### src/rtl/calc_seq_ctrl.sv
// Keypad calculator sequencer: builds BCD operands, starts the ALU, guards done with a timeout.
// Optional KEY_DEBOUNCE_EN: accept a press only after DEBOUNCE_CYCLES steady high cycles.
module calc_seq_ctrl #(
   parameter int TIMEOUT_CYCLES  = 255,
   parameter int DEBOUNCE_CYCLES = 4
) (
   input  logic       clk,
   input  logic       rst,
   input  logic [3:0] key,
   input  logic       pressed,
   input  logic       calc_done,
   output logic [7:0] numA,
   output logic [7:0] numB,
   output logic [1:0] calculation,
   output logic       calc_start,
   output logic [1:0] state,
   output logic       state_disp,
   output logic       err
);

   typedef enum logic [1:0] {
      S_A    = 2'b00,
      S_B    = 2'b01,
      S_WAIT = 2'b10,
      S_RES  = 2'b11
   } state_t;

`ifdef KEY_DEBOUNCE_EN
   localparam int DB_N = DEBOUNCE_CYCLES;
`else
   // one cycle of history: plain rising-edge detect
   localparam int DB_N = DEBOUNCE_CYCLES - DEBOUNCE_CYCLES + 1;
`endif
   localparam int DBW = $clog2(DB_N + 1);
   localparam int CW  = $clog2(TIMEOUT_CYCLES + 1);

   state_t         state_q, state_d;
   logic [7:0]     num_a_q, num_a_d;
   logic [7:0]     num_b_q, num_b_d;
   logic [1:0]     calc_q, calc_d;
   logic           start_q, start_d;
   logic           disp_q, disp_d;
   logic           err_q, err_d;
   logic [CW-1:0]  cnt_q, cnt_d;
   logic [DBW-1:0] db_q, db_d;

   logic evt;
   logic is_digit;
   logic is_op;
   logic is_eq;
   logic is_clr;

   assign evt      = pressed && (db_q == DBW'(DB_N - 1));
   assign is_digit = (key <= 4'd9);
   assign is_op    = (key >= 4'd10) && (key <= 4'd12);
   assign is_eq    = (key == 4'd13);
   assign is_clr   = (key == 4'd15);

   always_comb begin
      if (!pressed)
         db_d = '0;
      else if (db_q != DBW'(DB_N))
         db_d = db_q + DBW'(1);
      else
         db_d = db_q;
   end

   always_comb begin
      state_d = state_q;
      num_a_d = num_a_q;
      num_b_d = num_b_q;
      calc_d  = calc_q;
      err_d   = err_q;
      cnt_d   = cnt_q;
      start_d = 1'b0;

      if (evt && is_clr) begin
         state_d = S_A;
         num_a_d = '0;
         num_b_d = '0;
         calc_d  = '0;
         err_d   = 1'b0;
         cnt_d   = '0;
      end else begin
         unique case (state_q)
            S_A: begin
               if (evt) begin
                  unique case (1'b1)
                     is_digit: num_a_d = {num_a_q[3:0], key};
                     is_op: begin
                        calc_d  = key[1:0] - 2'b10;
                        num_b_d = '0;
                        state_d = S_B;
                     end
                     default: ;
                  endcase
               end
            end
            S_B: begin
               if (evt) begin
                  unique case (1'b1)
                     is_digit: num_b_d = {num_b_q[3:0], key};
                     is_op:    calc_d  = key[1:0] - 2'b10;
                     is_eq: begin
                        start_d = 1'b1;
                        cnt_d   = '0;
                        state_d = S_WAIT;
                     end
                     default: ;
                  endcase
               end
            end
            S_WAIT: begin
               cnt_d = cnt_q + CW'(1);
               if (calc_done) begin
                  state_d = S_RES;
               end else if (cnt_q == CW'(TIMEOUT_CYCLES - 1)) begin
                  err_d   = 1'b1;
                  state_d = S_RES;
               end
            end
            S_RES: begin
               if (evt && is_digit) begin
                  num_a_d = {4'h0, key};
                  num_b_d = '0;
                  calc_d  = '0;
                  err_d   = 1'b0;
                  state_d = S_A;
               end
            end
            default: ;
         endcase
      end

      disp_d = (state_d == S_RES);
   end

   always_ff @(posedge clk) begin
      if (rst) begin
         state_q <= S_A;
         num_a_q <= '0;
         num_b_q <= '0;
         calc_q  <= '0;
         start_q <= 1'b0;
         disp_q  <= 1'b0;
         err_q   <= 1'b0;
         cnt_q   <= '0;
         db_q    <= '0;
      end else begin
         state_q <= state_d;
         num_a_q <= num_a_d;
         num_b_q <= num_b_d;
         calc_q  <= calc_d;
         start_q <= start_d;
         disp_q  <= disp_d;
         err_q   <= err_d;
         cnt_q   <= cnt_d;
         db_q    <= db_d;
      end
   end

   assign numA        = num_a_q;
   assign numB        = num_b_q;
   assign calculation = calc_q;
   assign calc_start  = start_q;
   assign state       = state_q;
   assign state_disp  = disp_q;
   assign err         = err_q;

endmodule

### config.mk
export PLATFORM = sky130hd
export DESIGN_NAME = calc_seq_ctrl
export DESIGN_NICKNAME = d
export VERILOG_FILES = /design/src/rtl/calc_seq_ctrl.sv
export SDC_FILE = /design/constraint.sdc
export NUM_CORES = 1
export LEC_CHECK = 0
export BUFFER_PORTS_ARGS = -buffer_cell sky130_fd_sc_hd__buf_2
export CAP_MARGIN = 15
export CORE_ASPECT_RATIO = 1.5
export CORE_MARGIN = 5
export CORE_UTILIZATION = 45
export DETAILED_ROUTE_END_ITERATION = 10
export HOLD_SLACK_MARGIN = 0.08
export MAX_ROUTING_LAYER = met4
export PLACE_DENSITY = 0.69
export SKIP_LAST_GASP = 1
export SLEW_MARGIN = 20
export SYNTH_ARGS = -nofsm -noshare
export SYNTH_HDL_FRONTEND = slang
export SYNTH_SLANG_ARGS = --single-unit
### constraint.sdc
create_clock -name clk -period 1.5 [get_ports clk]
set_input_delay 0.075 -clock clk [delete_from_list [all_inputs] [get_ports clk]]
set_output_delay 0.075 -clock clk [all_outputs]
set_load 0.005 [all_outputs]
==> qor.csv, run 1 <==
metric;value;unit
Synth Area in Simple Gates;25.0;%
remaining routing DRC violations;0;
number of endpoints failing setup at the final stage;0;
number of clock buffers inserted by TritonCTS;5;
CTS root buffer;clkbuf_8;
Synth Area in Compound Gates;20.4;%
adder-cell share of the synthesized area;1.66;%
transition time of the tightest slew-check pin;0.490;ns
part of the total power dissipated in sequential elements;50.4;%
Reg-to-Reg Start;db_q;
switching fraction of total power;22.9;%
ratio of cells with drive above 1 in the final layout;28.2;%
length in cells of the worst reg-to-reg path;4;
maximum fanout along the worst path;6;
clock network fraction of design power;40.9;%
dominant combinational cell family by area after synthesis;simple AND/OR/NAND/NOR gates;
Net Count, Synth;181;
mux share of post-synthesis cell area;5.55;%
initial core utilization;47.4;%
initial drt markers;76;
maximum resistive drop on vdd;0.000699;V
via/cell ratio;5.76;
number of global-route vias before repair;1395;
TritonCTS clock tree;done;
Pre-Repair DR Iteration Count;4;
outcome;finished, final reports clean;
worst r2r dst;state_disp;
level count of the clock H-tree;2;
cell depth of the worst hold path;3;
share of the clock period used by the worst path;93.1;%
final weighted congestion in routability-driven placement;0.851;
count of antenna-violating nets left after detailed routing;0;
count of nets after finishing;219;
top metal layer carrying routed signals;met4;
number of rows in the core area;25;
layout-stage area growth over the synthesis result;23.3;%
top area cells in the synthesized netlist;dfxtp_1, nor2_1, a32oi_1, a21oi_1, mux2i_1;
maximum buffer depth of the clock tree;2;
Synth top area share;42.4;%
overall die width;57.3;um
die height;81.0;um
CP Class;reg2reg;
number of synthesized register bits;32;
area of the die;4640;um^2
worst endpoint data arrival time;1.57;ns
wire length of the first global-routing pass;6300;um
final-layout worst hold slack;0.0906;ns
number of distinct library cells after synthesis;41;
synthesized-area fraction occupied by xor and xnor cells;0.579;%
GRT Resource Usage Total;17.9;%
startpoint of the tightest hold check path;key[3];
netlist area before placement;1510;um^2
Ports;31;
share of power burned in combinational logic;8.7;%
routed length on met1;1500;um
PortBufs;30;
Data required, critical path;1.67;ns
Final HPWL DP;2780;um
Endpoint, Worst Hold;numA[3];
number of clock sinks;32;
endpoints failing hold;0;
number of antenna violations at the first check in global routing;0;
max-slew headroom at the worst pin;67.1;%
final count of pins violating max slew;0;
minimum clock period after layout;1.40;ns
Clk pin slew, worst setup/hold paths;0.06;ns
via total after detailed routing;1433;
share of the core filled with cells;58.4;%
biggest area consumer among synthesized cells;dfxtp_1;
nature of the critical path endpoint;flip-flop;
largest net degree at the start of global routing;15;
clock latency of the later-clocked register in the worst-skew pair;0.28;ns
Layout Skew;0.00339;ns
Detailed Route WL;3720;um
Max Freq;0.716;GHz
non-filler instance count after layout;249;
placeable core region;3190;um^2
diode count;0;
r2r setup slk;0.10;ns
Mean Syn Cell Area;8.84;um^2
cell internal power dissipation;1.33;mW
switching power;397;uW
portion of the post-synthesis area used by sequential elements;42.4;%
Avg WL per Cell;14.9;um
total power per unit cell area;929;nW/um^2
Placed Cells incl. Taps;238;
Hold Crit Class;in2reg;
Met2 Routed Length;1960;um
static leakage;0.771;nW
setup tns final;0;ns
Met3 Routed Length;171;um
count of yosys warnings during synthesis;0;
startpoint kind of the worst setup timing path;flip-flop;
number of violations of the max-capacitance limit;0;
gr ovfl total;0;
Post-Synthesis Cells;171;
==> final cells by class <==
cell class	count	area (um^2)
Tap cell	40	50.0
Inverter	3	11.3
Clock buffer	7	96.3
Timing Repair Buffer	42	248
Multi-Input combinational cell	125	817
Fill cell	313	1330
Sequential cell	32	642
==> per-stage QoR <==
stage	power [mW]	worst slack, ns	area (um^2)
2_1_floorplan	0.982	0.125	1510
4_1_cts	1.75	0.0365	1840
3_5_place_dp	1.03	0.0425	1720
3_3_place_gp	1.03	0.0893	1720
6_report	1.73	0.103	1860
5_1_grt	1.81	-0.00698	1860
==> placed cells by master, fill, tap and decap left out, types with 4 or more instances in the layout <==
cell type	instances
dfxtp_1	31
nand3b_1	6
buf_2	30
buf_4	9
mux2i_1	5
a32oi_1	8
nor2_1	27
nor3_1	6
nand4_1	4
nand2_1	10
a21oi_1	13
clkbuf_8	7
==> logic make-up after synthesis <==
logic type | count (synthesis)
muxes | 8
DFF | 32
xor gates and xnor gates | 1
buffers and inverters | 14
adders and majority gates | 2
AOI/OAI and AO/OA | 42
and+or+nand+nor | 72
==> worst max-delay path, cell delays in order (launching register included) <==
cell,delay (ns)
dfxtp_1,0.31
and3b_2,0.31
mux2_2,0.36
a211oi_2,0.23
a211oi_1,0.07
==> worst max-delay path by stage <==
stage / from / to / slack (ns) / depth (start not counted)
6_report: db_q / state_disp / 0.10 / 4
4_1_cts: db_q / state_disp / 0.04 / 4
3_5_place_dp: db_q / state_disp / 0.04 / 4
2_1_floorplan: state[0] / cnt_q[7] / 0.13 / 5
5_1_grt: state[0] / cnt_q[7] / -0.007 / 5
3_3_place_gp: db_q / state_disp / 0.09 / 4
==> power by group through the flow <==
stage                     sequential (mW)  combinational, mW  clock (mW)
after floorplan                     0.890             0.0921           0
after global placement              0.890              0.135           0
after detailed placement            0.891              0.138           0
after CTS                           0.872              0.144       0.734
after global routing                0.874              0.165       0.770
final                               0.872              0.151       0.709
==> flip-flops by register name, summed over array words and instances (netlist names) <==
name and flops:
cnt_q 8, numA 8, err 1, numB 8
state_disp 1, calc_start 1, db_q 1, state 2
calculation 2
==> cells in the mapped netlist (all sizes together) <==
library cell and n:
nand3b 6, mux2i 5, a21oi 13, o21a 1, o31a 1, a32oi 8
or4 1, o211ai 3, o21ai 4, nor2b 3, nor2 27, nand2b 3
nor3 8, a311oi 1, o41a 1, a211oi 2, and3b 2, nand3 3
o31ai 1, a41o 2, ha 2, mux2 3, a31oi 3, inv 3
and2b 1, buf 10, o21bai 1, clkbuf 1, o311ai 1, xor2 1
or3 1, nand2 10, dfxtp 32, nand4 4, nor3b 3
==> per-layer routing <==
layer / vias up / track usage [%]
met3: 8 / 4.77
li1: 702 / -
met4: 0 / 8.35
met1: 690 / 18.5
met2: 33 / 31.4
met5: - / -
==> what timing repair did <==
| action | CTS | global route |
|---|---|---|
| endpoints found under the setup margin | 0 | 16 |
| hold buffers | 3 | 0 |
| resized for setup | 0 | 5 |
| setup buffers | 0 | 1 |
| hold endpoints to repair | 2 | 0 |
(Power assumes the default switching activity.)
==> run 2, diff against run 1 <==
CELL_PAD_IN_SITES_DETAIL_PLACEMENT = 1   (was not set)
CELL_PAD_IN_SITES_GLOBAL_PLACEMENT = 2   (was not set)
CORE_UTILIZATION = 32   (was 45)
PLACE_DENSITY = 0.79   (was 0.69)
==> run 2 against run 1 <==
Final cell count is 12% higher. Sequential share of layout area is 1.2 points lower. Final area is 4.0% higher. Hold slack better by 0.017 ns. Routed wire length is 20% higher. Non-clock buffer count is 5 higher. Utilization is 16 points lower. Largest power group unchanged.
==> qor.csv, run 2 (same netlist as run 1, synthesis figures left out) <==
metric;value;unit;change
PortBufs;30;;unchanged
remaining routing DRC violations;0;;unchanged
highest cell delay on the worst timing path;0.45;ns;was 0.36 ns
level count of the clock H-tree;2;;unchanged
GRT Resource Usage Total;15.9;%;was 17.9%
number of clock buffers inserted by TritonCTS;5;;unchanged
Data required, critical path;1.71;ns;was 1.67 ns
cell depth of the worst hold path;3;;unchanged
overall die width;66.1;um;was 57.3 um
initial drt markers;23;;was 76
buffering stage count on the worst path with inverters included;0;;unchanged
non-filler instance count after layout;279;;was 249
Final HPWL DP;3430;um;was 2780 um
number of endpoints failing setup at the final stage;0;;unchanged
placeable core region;4540;um^2;was 3190 um^2
clock latency of the later-clocked register in the worst-skew pair;0.29;ns;was 0.28 ns
diode count;0;;unchanged
number of global-route vias before repair;1589;;was 1395
cells traversed along the worst timing path;nor2b_1 > a31oi_1 > o41a_1 > nor3_2;;was and3b_2 > mux2_2 > a211oi_2 > a211oi_1
Pre-Repair DR Iteration Count;4;;unchanged
count of nets after finishing;224;;was 219
outcome;finished, final reports clean;;unchanged
maximum fanout along the worst path;4;;was 6
minimum clock period after layout;1.42;ns;was 1.40 ns
share of the clock period used by the worst path;94.3;%;was 93.1%
static leakage;0.799;nW;was 0.771 nW
Hold Crit Class;in2reg;;unchanged
Detailed Route WL;4460;um;was 3720 um
final weighted congestion in routability-driven placement;0.786;;was 0.851
number of clock sinks;32;;unchanged
via/cell ratio;5.30;;was 5.76
most frequent cells in the layout;buf_2, dfxtp_1, nor2_1;;was dfxtp_1, buf_2, nor2_1
count of antenna-violating nets left after detailed routing;0;;unchanged
Avg WL per Cell;16.0;um;was 14.9 um
initial core utilization;33.3;%;was 47.4%
startpoint kind of the worst setup timing path;flip-flop;;unchanged
Max Freq;0.707;GHz;was 0.716 GHz
Ports;31;;unchanged
ratio of cells with drive above 1 in the final layout;32.1;%;was 28.2%
CP Class;reg2reg;;unchanged
setup tns final;0;ns;unchanged
cell count along the critical path;4;;unchanged
maximum buffer depth of the clock tree;2;;unchanged
final count of pins violating max slew;0;;unchanged
number of antenna violations at the first check in global routing;0;;unchanged
Placed Cells incl. Taps;268;;was 238
gr ovfl total;0;;unchanged
via total after detailed routing;1478;;was 1433
endpoints failing hold;0;;unchanged
layout-stage area growth over the synthesis result;28.3;%;was 23.3%
total power per unit cell area;894;nW/um^2;was 929 nW/um^2
area of the die;6230;um^2;was 4640 um^2
wire length of the first global-routing pass;7400;um;was 6300 um
nature of the critical path endpoint;flip-flop;;unchanged
transition time of the tightest slew-check pin;0.401;ns;was 0.490 ns
cell family with most CP delay;compound AO/OA/AOI/OAI gates;;was multiplexers
max-slew headroom at the worst pin;73.2;%;was 67.1%
length in cells of the worst reg-to-reg path;4;;unchanged
number of violations of the max-capacitance limit;0;;unchanged
Clk pin slew, worst setup/hold paths;0.07;ns;was 0.06 ns
TritonCTS clock tree;done;;unchanged
most common cell after layout, fill and taps aside;buf_2;;was dfxtp_1
worst endpoint data arrival time;1.63;ns;was 1.57 ns
number of rows in the core area;30;;was 25
maximum resistive drop on vdd;0.000512;V;was 0.000699 V
CTS root buffer;clkbuf_8;;unchanged
largest net degree at the start of global routing;13;;was 15
critical-path cell with the highest stage delay;o41a_1;;was mux2_2
die height;94.2;um;was 81.0 um
Layout Skew;0.00719;ns;was 0.00339 ns
-- run 2: area by class of cell --
| type | count | area (um^2) |
|---|---|---|
| fillers | 557 | 2600 |
| multi-input cells | 125 | 828 |
| flip-flops and latches | 32 | 644 |
| repair buffers | 47 | 283 |
| clock buffers | 6 | 82.6 |
| well taps | 64 | 80.1 |
| inverters | 3 | 11.3 |
| clock inverters | 2 | 10.0 |
-- run 2: power by group --
part	internal, mW	switching (mW)	leakage [nW]	total, mW
Clock	0.366	0.329	0.0510	0.695
Combinational	0.0725	0.0943	0.488	0.167
Sequential	0.863	0.00934	0.260	0.872
Total	1.30	0.432	0.799	1.73
-- run 2: worst min-delay path, stage by stage --
cell and delay (ns):
buf_2 0.13, mux2i_1 0.08, nor2_1 0.07
-- run 2: per-stage QoR --
stage          setup slack, ns  hold WS, ns  area [um^2]  power, mW  util [%]
4_1_cts                 0.0321        0.104         1900       1.75      41.9
3_3_place_gp            0.0869        0.271         1790       1.04      39.4
2_1_floorplan            0.125        0.147         1510      0.982         -
3_5_place_dp            0.0483        0.283         1790       1.05      39.4
5_1_grt                -0.0163        0.136         1940       1.83      42.7
6_report                0.0849        0.107         1940       1.73      42.7
-- run 2: repair_timing --
action / CTS / global route
buffers inserted: 0 / 1
resized for setup: 0 / 9
endpoints found under the setup margin: 0 / 16
hold endpoints to repair: 1 / 0
hold buffers: 2 / 0
-- run 2: per-layer routing --
metal / vias up / track usage, % / wire length [um] / share of wire (%)
met4: 0 / 7.80 / 83 / 1.9
met5: - / - / 0 / 0
met2: 30 / 29.0 / 2520 / 57
met1: 734 / 15.6 / 1710 / 38
li1: 707 / - / - / -
met3: 7 / 3.11 / 139 / 3.1
-- run 2: final timing paths --
kind / start / to / slack [ns]
max: db_q / err / 0.08
min: key[3] / numA[3] / 0.11
max reg2reg: db_q / err / 0.08
min reg2reg: numA[3] / numA[7] / 0.50
==> run 3, diff against run 2 <==
--- a/constraint.sdc
+++ b/constraint.sdc
@@ -3,2 +3,2 @@
 set_output_delay 0.075 -clock clk [all_outputs]
-set_load 0.005 [all_outputs]
+set_load 0.1 [all_outputs]
==> run 3 against run 2 <==
First-iteration DRC count grew 13%. Critical path type unchanged. Global-route usage shrank 0.51 points. Critical path depth is the same. Clock power grew 17%. Via count shrank 3.9%. Register-to-register slack lost 0.03 ns. Clock skew is essentially flat. Utilization is the same. Non-clock buffer count shrank 2. Flip-flop and latch count is the same. Fmax shrank 1.9%.
==> qor.csv, run 3 (same netlist as run 1, synthesis figures left out) <==
metric;value;unit;change
Detailed Route WL;4170;um;was 4460 um
max-slew headroom at the worst pin;67.1;%;was 73.2%
area of the multi-input gates;825;um^2;was 828 um^2
ratio of cells with drive above 1 in the final layout;31.0;%;was 32.1%
highest cell delay on the worst timing path;0.37;ns;was 0.45 ns
number of fill cells;548;;was 557
layout-stage area growth over the synthesis result;28.3;%;unchanged
TritonCTS clock tree;done;;unchanged
largest net degree at the start of global routing;23;;was 13
diode count;0;;unchanged
Hold Crit Class;in2reg;;unchanged
remaining routing DRC violations;0;;unchanged
minimum clock period after layout;1.44;ns;was 1.42 ns
Final HPWL DP;3110;um;was 3430 um
share of the clock period used by the worst path;96.2;%;was 94.3%
Layout Skew;0.00706;ns;was 0.00719 ns
setup tns final;0;ns;unchanged
Placed Cells incl. Taps;266;;was 268
via total after detailed routing;1421;;was 1478
register area;648;um^2;was 644 um^2
endpoints failing hold;0;;unchanged
CP Class;reg2reg;;unchanged
Data required, critical path;1.69;ns;was 1.71 ns
number of violations of the max-capacitance limit;0;;unchanged
initial core utilization;33.3;%;unchanged
PortBufs;30;;unchanged
GRT Resource Usage Total;15.4;%;was 15.9%
outcome;finished, final reports clean;;unchanged
via/cell ratio;5.13;;was 5.30
final count of pins violating max slew;0;;unchanged
clock latency of the later-clocked register in the worst-skew pair;0.29;ns;about the same
maximum fanout along the worst path;8;;was 4
transition time of the tightest slew-check pin;0.497;ns;was 0.401 ns
Avg WL per Cell;15.1;um;was 16.0 um
Pre-Repair DR Iteration Count;4;;unchanged
critical-path cell with the highest stage delay;dfxtp_1;;was o41a_1
number of rows in the core area;30;;unchanged
CTS root buffer;clkbuf_8;;unchanged
Max Freq;0.693;GHz;was 0.707 GHz
final weighted congestion in routability-driven placement;0.734;;was 0.786
Ports;31;;unchanged
maximum resistive drop on vdd;0.000313;V;was 0.000512 V
level count of the clock H-tree;2;;unchanged
placeable core region;4540;um^2;unchanged
count of antenna-violating nets left after detailed routing;0;;unchanged
worst endpoint data arrival time;1.64;ns;was 1.63 ns
Non-Filler Cell Area, Final;1940;um^2;unchanged
die height;94.2;um;unchanged
Clk pin slew, worst setup/hold paths;0.07;ns;about the same
nature of the critical path endpoint;flip-flop;;unchanged
gr ovfl total;0;;unchanged
sum of internal, switching and leakage power;1.92;mW;was 1.73 mW
total placed instance area;1790;um^2;about the same
number of clock sinks;32;;unchanged
slack of the critical path;0.0573;ns;was 0.0849 ns
number of clock buffers inserted by TritonCTS;5;;unchanged
number of global-route vias before repair;1477;;was 1589
number of antenna violations at the first check in global routing;0;;unchanged
overall die width;66.1;um;unchanged
total power per unit cell area;989;nW/um^2;was 894 nW/um^2
maximum buffer depth of the clock tree;2;;unchanged
area of the die;6230;um^2;unchanged
startpoint kind of the worst setup timing path;flip-flop;;unchanged
count of nets after finishing;222;;was 224
static leakage;0.790;nW;was 0.799 nW
initial drt markers;26;;was 23
cells traversed along the worst timing path;and3b_2 > a41o_4 > buf_4 > a311oi_2;;was nor2b_1 > a31oi_1 > o41a_1 > nor3_2
Placement Setup Slack;0.0336;ns;was 0.0483 ns
most frequent cells in the layout;dfxtp_1, buf_2, nor2_1;;was buf_2, dfxtp_1, nor2_1
non-filler instance count after layout;277;;was 279
number of endpoints failing setup at the final stage;0;;unchanged
unrepaired setup endpoints after global routing;true;;
wire length of the first global-routing pass;7220;um;was 7400 um
[run 3: power breakdown]
part	internal, mW	switching [mW]	total [mW]
logic	0.0668	0.162	0.229
clock network	0.493	0.322	0.815
registers	0.860	0.0143	0.874
[run 3: layout make-up]
type                    count  area share [%]
clock buffers               6            3.74
clock inverters             2            1.81
inverters                   3           0.581
multi-input cells         125            42.5
flip-flops and latches     32            33.4
well taps                  64            4.13
repair buffers             45            13.8
[run 3: critical path, delay by kind of cell, from the launching register on]
kind | cells | cell delay [ns]
flops | 1 | 0.37
buf+inv | 1 | 0.17
simple gates | 1 | 0.28
compound gates | 2 | 0.53
[run 3: final timing paths]
path / start / end / slack (ns) / depth (start not counted)
max: db_q / cnt_q[3] / 0.06 / 4
min: key[3] / numA[3] / 0.11 / 3
max reg2reg: db_q / cnt_q[3] / 0.06 / 4
min reg2reg: cnt_q[7] / cnt_q[7] / 0.51 / 2
[run 3: through the flow]
| step | utilization [%] | hold WS (ns) |
|---|---|---|
| 2_1_floorplan | - | 0.147 |
| 3_3_place_gp | 39.4 | 0.265 |
| 3_5_place_dp | 39.4 | 0.269 |
| 4_1_cts | 42.2 | 0.110 |
| 5_1_grt | 42.7 | 0.145 |
| 6_report | 42.7 | 0.112 |
[run 3: what timing repair did]
item,CTS,global route
resized for setup,0,6
hold endpoints to repair,1,0
hold buffers,2,0
endpoints found under the setup margin,0,28
buffers inserted,0,1
[run 3: layer usage]
| metal | vias to the layer above | global-route usage, % | share of wire, % |
|---|---|---|---|
| met5 | - | - | 0 |
| met4 | 0 | 6.44 | 1.8 |
| met3 | 8 | 3.23 | 2.6 |
| met2 | 18 | 26.8 | 54 |
| met1 | 687 | 16.5 | 41 |
| li1 | 708 | - | - |
